[config.mk]
export PLATFORM = sky130hd
export DESIGN_NAME = uart_autobaud_ctrl_flat
export DESIGN_NICKNAME = d
export VERILOG_FILES = /design/src/rtl/uart_autobaud_ctrl_pkg.sv /design/src/rtl/uart_autobaud_ctrl_if.sv /design/src/rtl/uart_autobaud_ctrl_rx_sync_edge.sv /design/src/rtl/uart_autobaud_ctrl.sv /design/src/flat_wrapper.sv
export SDC_FILE = /design/constraint.sdc
export NUM_CORES = 1
export LEC_CHECK = 0
export BUFFER_PORTS_ARGS = -buffer_cell sky130_fd_sc_hd__buf_4
export CORE_MARGIN = 5
export CORE_UTILIZATION = 55
export DETAILED_ROUTE_END_ITERATION = 8
export HOLD_SLACK_MARGIN = 0.03
export MAX_ROUTING_LAYER = met4
export PLACE_DENSITY = 0.75
export SLEW_MARGIN = 40
export SYNTH_ARGS = -nofsm -noshare
export SYNTH_HDL_FRONTEND = slang
export SYNTH_SLANG_ARGS = --single-unit
[constraint.sdc]
create_clock -name clk -period 10.1 [get_ports clk]
set_clock_uncertainty 0.05 [all_clocks]
set_input_delay 2.525 -clock clk [delete_from_list [all_inputs] [get_ports clk]]
set_output_delay 2.525 -clock clk [all_outputs]
set_load 0.05 [all_outputs]
[src/rtl/uart_autobaud_ctrl_pkg.sv]
// Shared types and constants for the UART auto-baud calibration slice.
package uart_pkg;

    typedef enum logic [2:0] {
        IDLE      = 3'd0,
        ARM       = 3'd1,
        WAIT_FALL = 3'd2,
        MEASURE   = 3'd3,
        STOP      = 3'd4,
        ERROR     = 3'd5
    } state_e;

    localparam logic [1:0] ERR_NONE     = 2'd0;
    localparam logic [1:0] ERR_SHORT    = 2'd1;
    localparam logic [1:0] ERR_MISMATCH = 2'd2;
    localparam logic [1:0] ERR_OVF      = 2'd3;

    localparam logic [7:0] SYNC_CHAR = 8'h55;

endpackage

[src/rtl/uart_autobaud_ctrl_if.sv]
// Control/status bundle between a host and the auto-baud controller.
interface uart_autobaud_if #(
    parameter int CNT_W = 16
);
    logic             start;
    logic             rx_en;
    logic [CNT_W-1:0] divisor;
    logic             div_valid;
    logic             busy;
    logic             err;
    logic [1:0]       err_code;

    modport master (output start, input rx_en, divisor, div_valid, busy, err, err_code);
    modport slave  (input start, output rx_en, divisor, div_valid, busy, err, err_code);
endinterface

[src/rtl/uart_autobaud_ctrl_rx_sync_edge.sv]
// Two-flop synchroniser for the raw rx line plus a delayed copy for edge detection.
module rx_sync_edge (
    input  logic clk,
    input  logic rst,
    input  logic rx,
    output logic rx_s,
    output logic rise,
    output logic fall
);
    logic meta, sync, dly;

    // Reset to the idle-high level so no false edge appears after reset.
    always_ff @(posedge clk) begin
        if (rst) begin
            meta <= 1'b1;
            sync <= 1'b1;
            dly  <= 1'b1;
        end else begin
            meta <= rx;
            sync <= meta;
            dly  <= sync;
        end
    end

    assign rx_s = sync;
    assign rise = sync & ~dly;
    assign fall = ~sync & dly;
endmodule

[src/rtl/uart_autobaud_ctrl.sv]
// Auto-baud controller: measures a 0x55 sync frame on rx and publishes the bit period.
module uart_autobaud_ctrl
    import uart_pkg::*;
#(
    parameter int CNT_W   = 16,
    parameter int DEF_DIV = 5,
    parameter int MIN_BIT = 4
) (
    input  logic clk,
    input  logic rst,
    input  logic rx,
    uart_autobaud_if.slave bus
);
    localparam logic [2:0] ST_IDLE = IDLE, ST_ARM = ARM, ST_WAIT = WAIT_FALL;
    localparam logic [2:0] ST_MEAS = MEASURE, ST_STOP = STOP, ST_ERR = ERROR;
    localparam logic [CNT_W-1:0] MIN_L = CNT_W'(MIN_BIT);
    localparam logic [CNT_W-1:0] DEF_L = CNT_W'(DEF_DIV);

    logic rx_s, rise, fall, edge_any;
    rx_sync_edge u_sync (.clk(clk), .rst(rst), .rx(rx), .rx_s(rx_s), .rise(rise), .fall(fall));
    assign edge_any = rise | fall;

    logic [2:0]       state;
    logic [CNT_W+2:0] total, total_nxt;
    logic [CNT_W-1:0] seg, seg_nxt, s0, seg_diff, div_new, div_calc;
    logic [CNT_W+3:0] tot_rnd;
    logic [CNT_W:0]   stop_lim;
    logic [2:0]       fall_cnt, fall_nxt;
    logic             first_edge, stop_hi;
    logic [1:0]       pend, meas_code;
    logic             rx_en_q, div_valid_q, busy_q, err_q;
    logic [CNT_W-1:0] div_q;
    logic [1:0]       code_q;

    // seg_nxt/total_nxt include the current cycle, so a segment reads as its full length.
    assign seg_nxt   = seg + CNT_W'(1);
    assign total_nxt = total + (CNT_W+3)'(1);
    assign fall_nxt  = fall_cnt + {2'b00, fall};
    assign seg_diff  = (seg_nxt > s0) ? seg_nxt - s0 : s0 - seg_nxt;
    assign tot_rnd   = {1'b0, total_nxt} + (CNT_W+4)'(4);
    assign div_calc  = CNT_W'(tot_rnd >> 3);
    assign stop_lim  = {1'b0, div_new} + {2'b00, div_new[CNT_W-1:2]};

    // Later assignments override earlier ones, so the highest code wins.
    always_comb begin
        meas_code = ERR_NONE;
        if (edge_any) begin
            if (seg_nxt < MIN_L) meas_code = ERR_SHORT;
            if (!first_edge && seg_diff > (s0 >> 2)) meas_code = ERR_MISMATCH;
        end
        if (seg == '1 || total == '1) meas_code = ERR_OVF;
    end

    always_ff @(posedge clk) begin
        if (rst) begin
            state       <= ST_IDLE;
            rx_en_q     <= 1'b0;
            div_q       <= DEF_L;
            div_valid_q <= 1'b0;
            busy_q      <= 1'b0;
            err_q       <= 1'b0;
            code_q      <= ERR_NONE;
            pend        <= ERR_NONE;
            total       <= '0;
            seg         <= '0;
            s0          <= '0;
            div_new     <= '0;
            fall_cnt    <= '0;
            first_edge  <= 1'b0;
            stop_hi     <= 1'b0;
        end else begin
            case (state)
                ST_IDLE: if (bus.start) begin
                    err_q       <= 1'b0;
                    code_q      <= ERR_NONE;
                    busy_q      <= 1'b1;
                    rx_en_q     <= 1'b0;
                    div_valid_q <= 1'b0;
                    seg         <= '0;
                    state       <= ST_ARM;
                end
                ST_ARM: begin
                    if (!rx_s)                state <= ST_ARM;
                    else if (seg_nxt >= MIN_L) state <= ST_WAIT;
                    seg <= (rx_s && seg_nxt < MIN_L) ? seg_nxt : '0;
                end
                ST_WAIT: if (fall) begin
                    total      <= '0;
                    seg        <= '0;
                    s0         <= '0;
                    fall_cnt   <= '0;
                    first_edge <= 1'b1;
                    state      <= ST_MEAS;
                end
                ST_MEAS: begin
                    total <= total_nxt;
                    seg   <= seg_nxt;
                    if (meas_code != ERR_NONE) begin
                        pend  <= meas_code;
                        state <= ST_ERR;
                    end else if (edge_any) begin
                        seg        <= '0;
                        first_edge <= 1'b0;
                        fall_cnt   <= fall_nxt;
                        if (first_edge) s0 <= seg_nxt;
                        if (fall_nxt == 3'd4) begin
                            div_new <= div_calc;
                            stop_hi <= 1'b0;
                            state   <= ST_STOP;
                        end
                    end
                end
                ST_STOP: begin
                    seg <= seg_nxt;
                    if (!stop_hi) begin
                        if ({1'b0, seg_nxt} > stop_lim) begin
                            pend  <= ERR_MISMATCH;
                            state <= ST_ERR;
                        end else if (rise) begin
                            stop_hi <= 1'b1;
                            seg     <= '0;
                        end
                    end else if (fall) begin
                        pend  <= ERR_MISMATCH;
                        state <= ST_ERR;
                    end else if (seg_nxt >= div_new) begin
                        div_q       <= div_new;
                        div_valid_q <= 1'b1;
                        rx_en_q     <= 1'b1;
                        busy_q      <= 1'b0;
                        state       <= ST_IDLE;
                    end
                end
                ST_ERR: begin
                    err_q       <= 1'b1;
                    code_q      <= pend;
                    busy_q      <= 1'b0;
                    rx_en_q     <= 1'b0;
                    div_q       <= DEF_L;
                    div_valid_q <= 1'b0;
                    state       <= ST_IDLE;
                end
                default: state <= ST_IDLE;
            endcase
        end
    end

    assign bus.rx_en     = rx_en_q;
    assign bus.divisor   = div_q;
    assign bus.div_valid = div_valid_q;
    assign bus.busy      = busy_q;
    assign bus.err       = err_q;
    assign bus.err_code  = code_q;
endmodule

[src/flat_wrapper.sv]
// flat-port wrapper written by rule: the top's interface ports become plain ports
module uart_autobaud_ctrl_flat import uart_pkg::*;
#(
    parameter int CNT_W   = 16,
    parameter int DEF_DIV = 5,
    parameter int MIN_BIT = 4
)
  (clk, rst, rx, bus_start, bus_rx_en, bus_divisor, bus_div_valid, bus_busy, bus_err, bus_err_code);
  uart_autobaud_if #(.CNT_W(CNT_W)) bus_i ();
  input  logic clk;
  input  logic rst;
  input  logic rx;
  input wire logic [$bits(bus_i.start)-1:0] bus_start;
  output wire logic [$bits(bus_i.rx_en)-1:0] bus_rx_en;
  output wire logic [$bits(bus_i.divisor)-1:0] bus_divisor;
  output wire logic [$bits(bus_i.div_valid)-1:0] bus_div_valid;
  output wire logic [$bits(bus_i.busy)-1:0] bus_busy;
  output wire logic [$bits(bus_i.err)-1:0] bus_err;
  output wire logic [$bits(bus_i.err_code)-1:0] bus_err_code;
  assign bus_i.start = bus_start;
  assign bus_rx_en = bus_i.rx_en;
  assign bus_divisor = bus_i.divisor;
  assign bus_div_valid = bus_i.div_valid;
  assign bus_busy = bus_i.busy;
  assign bus_err = bus_i.err;
  assign bus_err_code = bus_i.err_code;
  uart_autobaud_ctrl #(.CNT_W(CNT_W), .DEF_DIV(DEF_DIV), .MIN_BIT(MIN_BIT)) u_core (.clk(clk), .rst(rst), .rx(rx), .bus(bus_i));
endmodule
; Yosys cells after proc, flatten, opt, wreduce, memory -nomap -nowiden
; Index checks and enable logic that the tools add are counted.
[word_totals]
ff_bits = 101
wordCells = 152
memories = 0
romBits = 0
latch_bits = 0
input_bits = 4
mem_bits_rw = 0
out_inout_bits = 22
[classes]
muxes = 69
shifts = 0
n_mul = 0
eq_ne = 24
addsub = 7
magnitude_cmp = 6
n_div = 0
n_reduce_logical = 23
bitwise = 6
[ops]
columns = operator, n
row1 = $mux W16, 15
row2 = $pmux W16 S5, 1
row3 = $pmux W16 S2, 2
row4 = $mux W3, 14
row5 = $pmux W19 S2, 1
row6 = $sub A16 B16 Y16, 2
row7 = $reduce_and A4 Y1, 5
row8 = $add A19 B1 Y19 const B, 1
row9 = $add A19 B3 Y19 const B, 1
row10 = $eq A19 B19 Y1 const B, 1
row11 = $mux W19, 1
row12 = $mux W1, 18
row13 = $add A16 B14 Y17, 1
row14 = $gt A16 B17 Y1, 1
row15 = $add A16 B1 Y16 const B, 1
row16 = $eq A16 B16 Y1 const B, 1
row17 = $ge A16 B16 Y1, 1
row18 = $ge A16 B3 Y1 const B, 1
row19 = $gt A16 B14 Y1, 1
row20 = $gt A16 B16 Y1, 1
row21 = $lt A16 B3 Y1 const B, 1
row22 = $mux W2, 8
row23 = $pmux W3 S5, 1
row24 = $ne A2 B1 Y1 const B, 7
row25 = 26 further kinds, 48

; Logic depth before layout (Yosys ltp)
[logic_depth]
depth_word = 11
mapped_depth = 31
mapped_depth_nobuf = 25

; Cells and area by module
; A second synthesis with hierarchy kept.
[unflattened]
cells_unflattened = 1119
area_unflattened_um2 = 8764.7
[by_module_without_submodules]
columns = module, area_per_inst_um2, cells_each, n_inst, seq_area_each_um2
row1 = uart_autobaud_ctrl, 8672.1, 1111, 1, 1961.9
row2 = rx_sync_edge, 92.6, 8, 1, 60.1

; Worst setup path after synthesis
; No wires, ideal clock.
[synth_timing]
path_kind = register to register
startpoint = reg u_core.seg[0]
endpoint = reg u_core.seg[4]
n_path_buf = 4
t_required_ns = 9.922
t_arrival_ns = 6.282
path_stages_with_launch = 29
setup_slack_ns = 3.641
setup_time_ns = 0.128
path_cell_list = dfxtp_1 > nand4_1 > or4_4 > buf_6 > xor2_1 > inv_1 > ha_1 > clkbuf_1 > nand2_1 > o21ai_0 > o31a_1 > a211o_1 > nand2_1 > clkbuf_1 > mux2i_1 > o21ai_0 > a21boi_0 > xnor2_1 > ha_1 > and4_1 > nand4_1 > o32a_1 > a2bb2oi_1 > nand3_1 > o21bai_1 > o211ai_2 > a31oi_1 > buf_2 > o211ai_2
[synth_via]
elab_chain_len = 11
word_cells_on_any_way = 24
[synth_lines]
columns = item, line
row1 = start: declaration, uart_autobaud_ctrl.sv:25  ; logic [CNT_W-1:0] seg, seg_nxt, s0, seg_diff, div_new, div_calc;
row2 = start signal: assignment, uart_autobaud_ctrl.sv:85  ; seg <= (rx_s && seg_nxt < MIN_L) ? seg_nxt : '0;
row3 = start signal: assignment, uart_autobaud_ctrl.sv:97  ; seg <= seg_nxt;
row4 = start signal: assignment, uart_autobaud_ctrl.sv:114  ; seg <= seg_nxt;
row5 = $add A16 B1 Y16, uart_autobaud_ctrl.sv:36  ; assign seg_nxt = seg + CNT_W'(1);
row6 = $sub A16 B16 Y16 / $gt A16 B16 Y1 (equally long branches), uart_autobaud_ctrl.sv:39  ; assign seg_diff = (seg_nxt > s0) ? seg_nxt - s0 : s0 - seg_nxt;
row7 = $mux W16, uart_autobaud_ctrl.sv:39
row8 = $gt A16 B14 Y1, uart_autobaud_ctrl.sv:49  ; if (!first_edge && seg_diff > (s0 >> 2)) meas_code = ERR_MISMATCH;
row9 = $logic_and A1 B1 Y1, uart_autobaud_ctrl.sv:49
row10 = $mux W2, uart_autobaud_ctrl.sv:49
row11 = $mux W2, uart_autobaud_ctrl.sv:47  ; if (edge_any) begin
row12 = $mux W2, uart_autobaud_ctrl.sv:51  ; if (seg == '1 || total == '1) meas_code = ERR_OVF;
row13 = $reduce_bool A2 Y1, uart_autobaud_ctrl.sv:98  ; if (meas_code != ERR_NONE) begin
row14 = $mux W16, uart_autobaud_ctrl.sv:98
row15 = $pmux W16 S5 *, uart_autobaud_ctrl.sv:72  ; case (state)
; Every way passes the cells marked *; elsewhere a longest branch is shown, timed or not.
; A chain may end at the register's enable or synchronous reset.

; Worst setup path in the final report
[layout_timing]
startpoint = reg u_core.seg[0]
endpoint = reg u_core.div_new[6]
[layout_via]
elab_chain_len = 11
word_cells_on_any_way = 17
[layout_lines]
columns = item, line
row1 = $add A16 B1 Y16, uart_autobaud_ctrl.sv:36
row2 = $sub A16 B16 Y16 / $gt A16 B16 Y1 (equally long branches), uart_autobaud_ctrl.sv:39
row3 = $mux W16, uart_autobaud_ctrl.sv:39
row4 = $gt A16 B14 Y1, uart_autobaud_ctrl.sv:49
row5 = $logic_and A1 B1 Y1, uart_autobaud_ctrl.sv:49
row6 = $mux W2, uart_autobaud_ctrl.sv:49
row7 = $mux W2, uart_autobaud_ctrl.sv:47
row8 = $mux W2 *, uart_autobaud_ctrl.sv:51
row9 = $reduce_bool A2 Y1 *, uart_autobaud_ctrl.sv:98
row10 = $not A1 Y1 (no line) *, -
row11 = $reduce_and A4 Y1 (no line) *, -
row12 = end signal: assignment, uart_autobaud_ctrl.sv:107  ; div_new <= div_calc;
row13 = end: declaration, uart_autobaud_ctrl.sv:25
; Marked as above.

==> out/metrics.csv <==
stage;metric;value;unit
synth;Netlist cell types;80;
synth;Synth warnings;0;
placed_design;Final Wtd Congestion;0.924;
clock_network;H-tree depth;3;
clock_network;clk buf depth;2;
critical_path;reg-to-reg critical path startpoint;u_core.seg[0];
clock_network;Post-CTS Setup Inserts;0;
routing;sum of routed wire segments on met1;10900;um
routing;routed vias/inst;6.18;
finish;share of layout cells above drive strength 1;6.76;%
sta;Hold Violations, Final;0;
critical_path;arrival time at the worst endpoint;7.74;ns
synth;Gate Count Post-Synth;1113;
sta;setup TNS;0;ns
power_and_ir_drop;Lkg Pwr;3.66;nW
critical_path;RR Endpoint;u_core.div_new[6];
clock_network;CTS buffer count;9;
placed_design;pre-CTS setup slack;2.45;ns
routing;via count;8064;
clock_network;cts repair resizes;0;
routing;DR pass1 iterations;5;
grt;global-route usage over all layers;26.2;%
grt;vias in the first global route;7338;
finish;filler cell count;1431;
finish;highest-count cells in the layout ignoring fill and taps;dfxtp_1 (101), ha_1 (98), nor2_1 (95);
power_and_ir_drop;Peak VDD IR;0.114;mV
sta;worst slew pin tran;0.882;ns
synth;number of synthesized flops with an enable pin;0;
floorplan;Die ar.;18300;um^2
synth;Netlist Area Pre-Place;8640;um^2
critical_path;Setup crit end kind;flop;
routing;Detailed Route Iter0 Violations;721;
routing;drt drc;0;
floorplan;die width;135;um
synth;register area share after synthesis;23.4;%
sta;part of the cycle the worst path needs;75.2;%
power_and_ir_drop;Power Dens Cells;146;nW/um^2
critical_path;r2r worst-path depth;23;
critical_path;kind of critical path;reg -> reg;
routing;Top Layer Used;met4;
finish;commonest non-fill, non-tap cell in the layout;dfxtp_1;
synth;Mapped Nets;1218;
routing;Detail Route met2 WL;10500;um
placed_design;post-DP HPWL;17900;um
sta;fin. max-slew vios;0;
sta;setup violators final;0;
sta;RSZ-0062 raised after global routing;false;
clock_network;CTS tree;done;
floorplan;initial core utilization;56.4;%
grt;pin count of the biggest net entering global routing;90;
synth;ys async rst share;0;%
critical_path;Crit Path Max Fanout;18;
synth;#FFs+latches synth;101;
clock_network;# hold bufs at CTS;0;
synth;syn avg cell area;7.76;um^2
run;max_cap viols;0;
worst_hold_path;Hold Startpoint;u_core.u_sync.meta;
grt;first-pass GRT wire length;37900;um
routing;DRT Wirelength;23400;um
sta;final setup margin;2.50;ns
finish;Nets;1194;
sta;Final min period;7.60;ns
sta;Slew HR;40.4;%
worst_hold_path;hold worst-path end;u_core.u_sync.rx_s;
sta;max frequency;132;MHz
synth;Synth Flop Type;dfxtp_1;
critical_path;CP startpoint kind;flop;
clock_network;clock slew at reported path FFs;0.07;ns
worst_hold_path;Hold/Removal Path Class;reg -> reg;
placed_design;port bufs;25;
clock_network;Clock Tree Root;clkbuf_16;
clock_network;Clock Latency Late Sink;0.35;ns
routing;metal3 WL;1410;um
floorplan;core area;15300;um^2
critical_path;Worst R2R Setup Slack;2.50;ns
floorplan;Die H;135;um
clock_network;clock sink count;101;
critical_path;CP Data Required Time;10.24;ns
floorplan;Rows;45;
status;status;finished clean;
grt;antenna violations before repair;0;
worst_hold_path;hold path depth;1;
routing;antenna viol nets, final;0;
grt;global route total overflow;0;
routing;routed length per placed instance;18.0;um
finish;Area Overhead vs Synth;5.82;%
finish;number of diodes;0;
floorplan;io pins;26;
sequential cells by signal, summed over array words and instances, names as in the netlist, 2 cells and up:
signal and flops:
u_core.total 19, u_core.bus.divisor 16, u_core.div_new 16, u_core.s0 16, u_core.seg 16, u_core.fall_cnt 3, u_core.state 3, u_core.bus.err_code 2
u_core.pend 2
worst max-delay path, cell delays in order (launching register included):
cell	delay, ns
dfxtp_1	0.58
nand4_1	0.30
or4_4	0.63
xor2_1	0.29
inv_1	0.17
ha_1	0.42
nand2_1	0.21
o21ai_0	0.16
o31a_1	0.26
a211o_1	0.34
nand2_2	0.40
mux2i_1	0.36
o221ai_1	0.21
xor2_1	0.19
ha_1	0.32
and4_1	0.22
nand4_1	0.13
o32a_1	0.40
a2bb2oi_1	0.14
nand3_1	0.12
o21bai_1	0.26
o211ai_2	0.36
nor2_1	0.76
a211oi_1	0.16
metal layers:
metal / global-route usage (%) / vias up
met3: 3.64 / 43
li1: - / 3956
met5: - / -
met1: 36.3 / 3783
met4: 7.22 / 0
met2: 40.3 / 282
cell families after synthesis:
| logic type | count (synthesis) | share of synthesized area [%] |
|---|---|---|
| AND/OR/NAND/NOR | 366 | 21.4 |
| AO/OA/AOI/OAI | 303 | 22.7 |
| buffers and inverters | 141 | 6.75 |
| adder cells (fa/ha/maj) | 101 | 14.9 |
| flip-flops | 101 | 23.4 |
| XOR/XNOR | 66 | 6.69 |
| multiplexers | 35 | 4.16 |
cell usage after synthesis, types with 18 or more instances:
cell      number  area [um^2]
nand4_1       29          181
xnor2_1       38          333
nand2_1       73          274
clkbuf_1      48          180
nand2b_1      21          131
dfxtp_1      101         2020
ha_1          98         1230
nor3_1        25          125
nor2_1        97          364
mux2i_1       31          310
o21ai_0       63          315
xor2_1        28          245
nand3_1       46          230
inv_1         75          282
a21oi_1       86          430
a22oi_1       19          143
a21o_1        18          135
per-stage QoR:
stage	instance area, um^2	hold WS, ns	total power [mW]	utilization (%)	instances
after floorplan	8640	0.339	0.851	-	1113
after global placement	8840	0.341	0.972	57.7	1289
after detailed placement	8850	0.349	0.979	57.8	1289
after CTS	9140	0.369	1.33	59.7	1305
after global routing	9140	0.388	1.42	59.7	1305
final	9140	0.365	1.33	59.7	1305
worst max-delay path by stage:
stage / start / end / slack, ns / depth (start not counted)
3_3_place_gp: u_core.seg[0] / u_core.div_new[4] / 2.66 / 23
2_1_floorplan: u_core.seg[0] / u_core.seg[4] / 3.64 / 28
4_1_cts: u_core.seg[0] / u_core.div_new[6] / 2.39 / 23
6_report: u_core.seg[0] / u_core.div_new[6] / 2.50 / 23
5_1_grt: u_core.seg[0] / u_core.div_new[10] / 1.97 / 24
3_5_place_dp: u_core.seg[0] / u_core.div_new[6] / 2.45 / 24
power breakdown:
| part | internal [mW] | leakage, nW | total [mW] | switching, mW |
|---|---|---|---|---|
| Sequential | 0.406 | 0.815 | 0.424 | 0.0180 |
| Combinational | 0.232 | 2.70 | 0.562 | 0.330 |
| Clock | 0.174 | 0.145 | 0.347 | 0.173 |
| Total | 0.812 | 3.66 | 1.33 | 0.521 |
layout make-up:
cell class	instances	area, um^2	share of cell area (%)
clock buffer	9	225	2.46
clock inverter	7	67.6	0.739
inverter	76	285	3.12
multi-input combinational	871	6050	66.2
sequential	101	2020	22.1
tap	211	264	2.89
timing repair buffer	30	229	2.50
(Power assumes the default switching activity.)
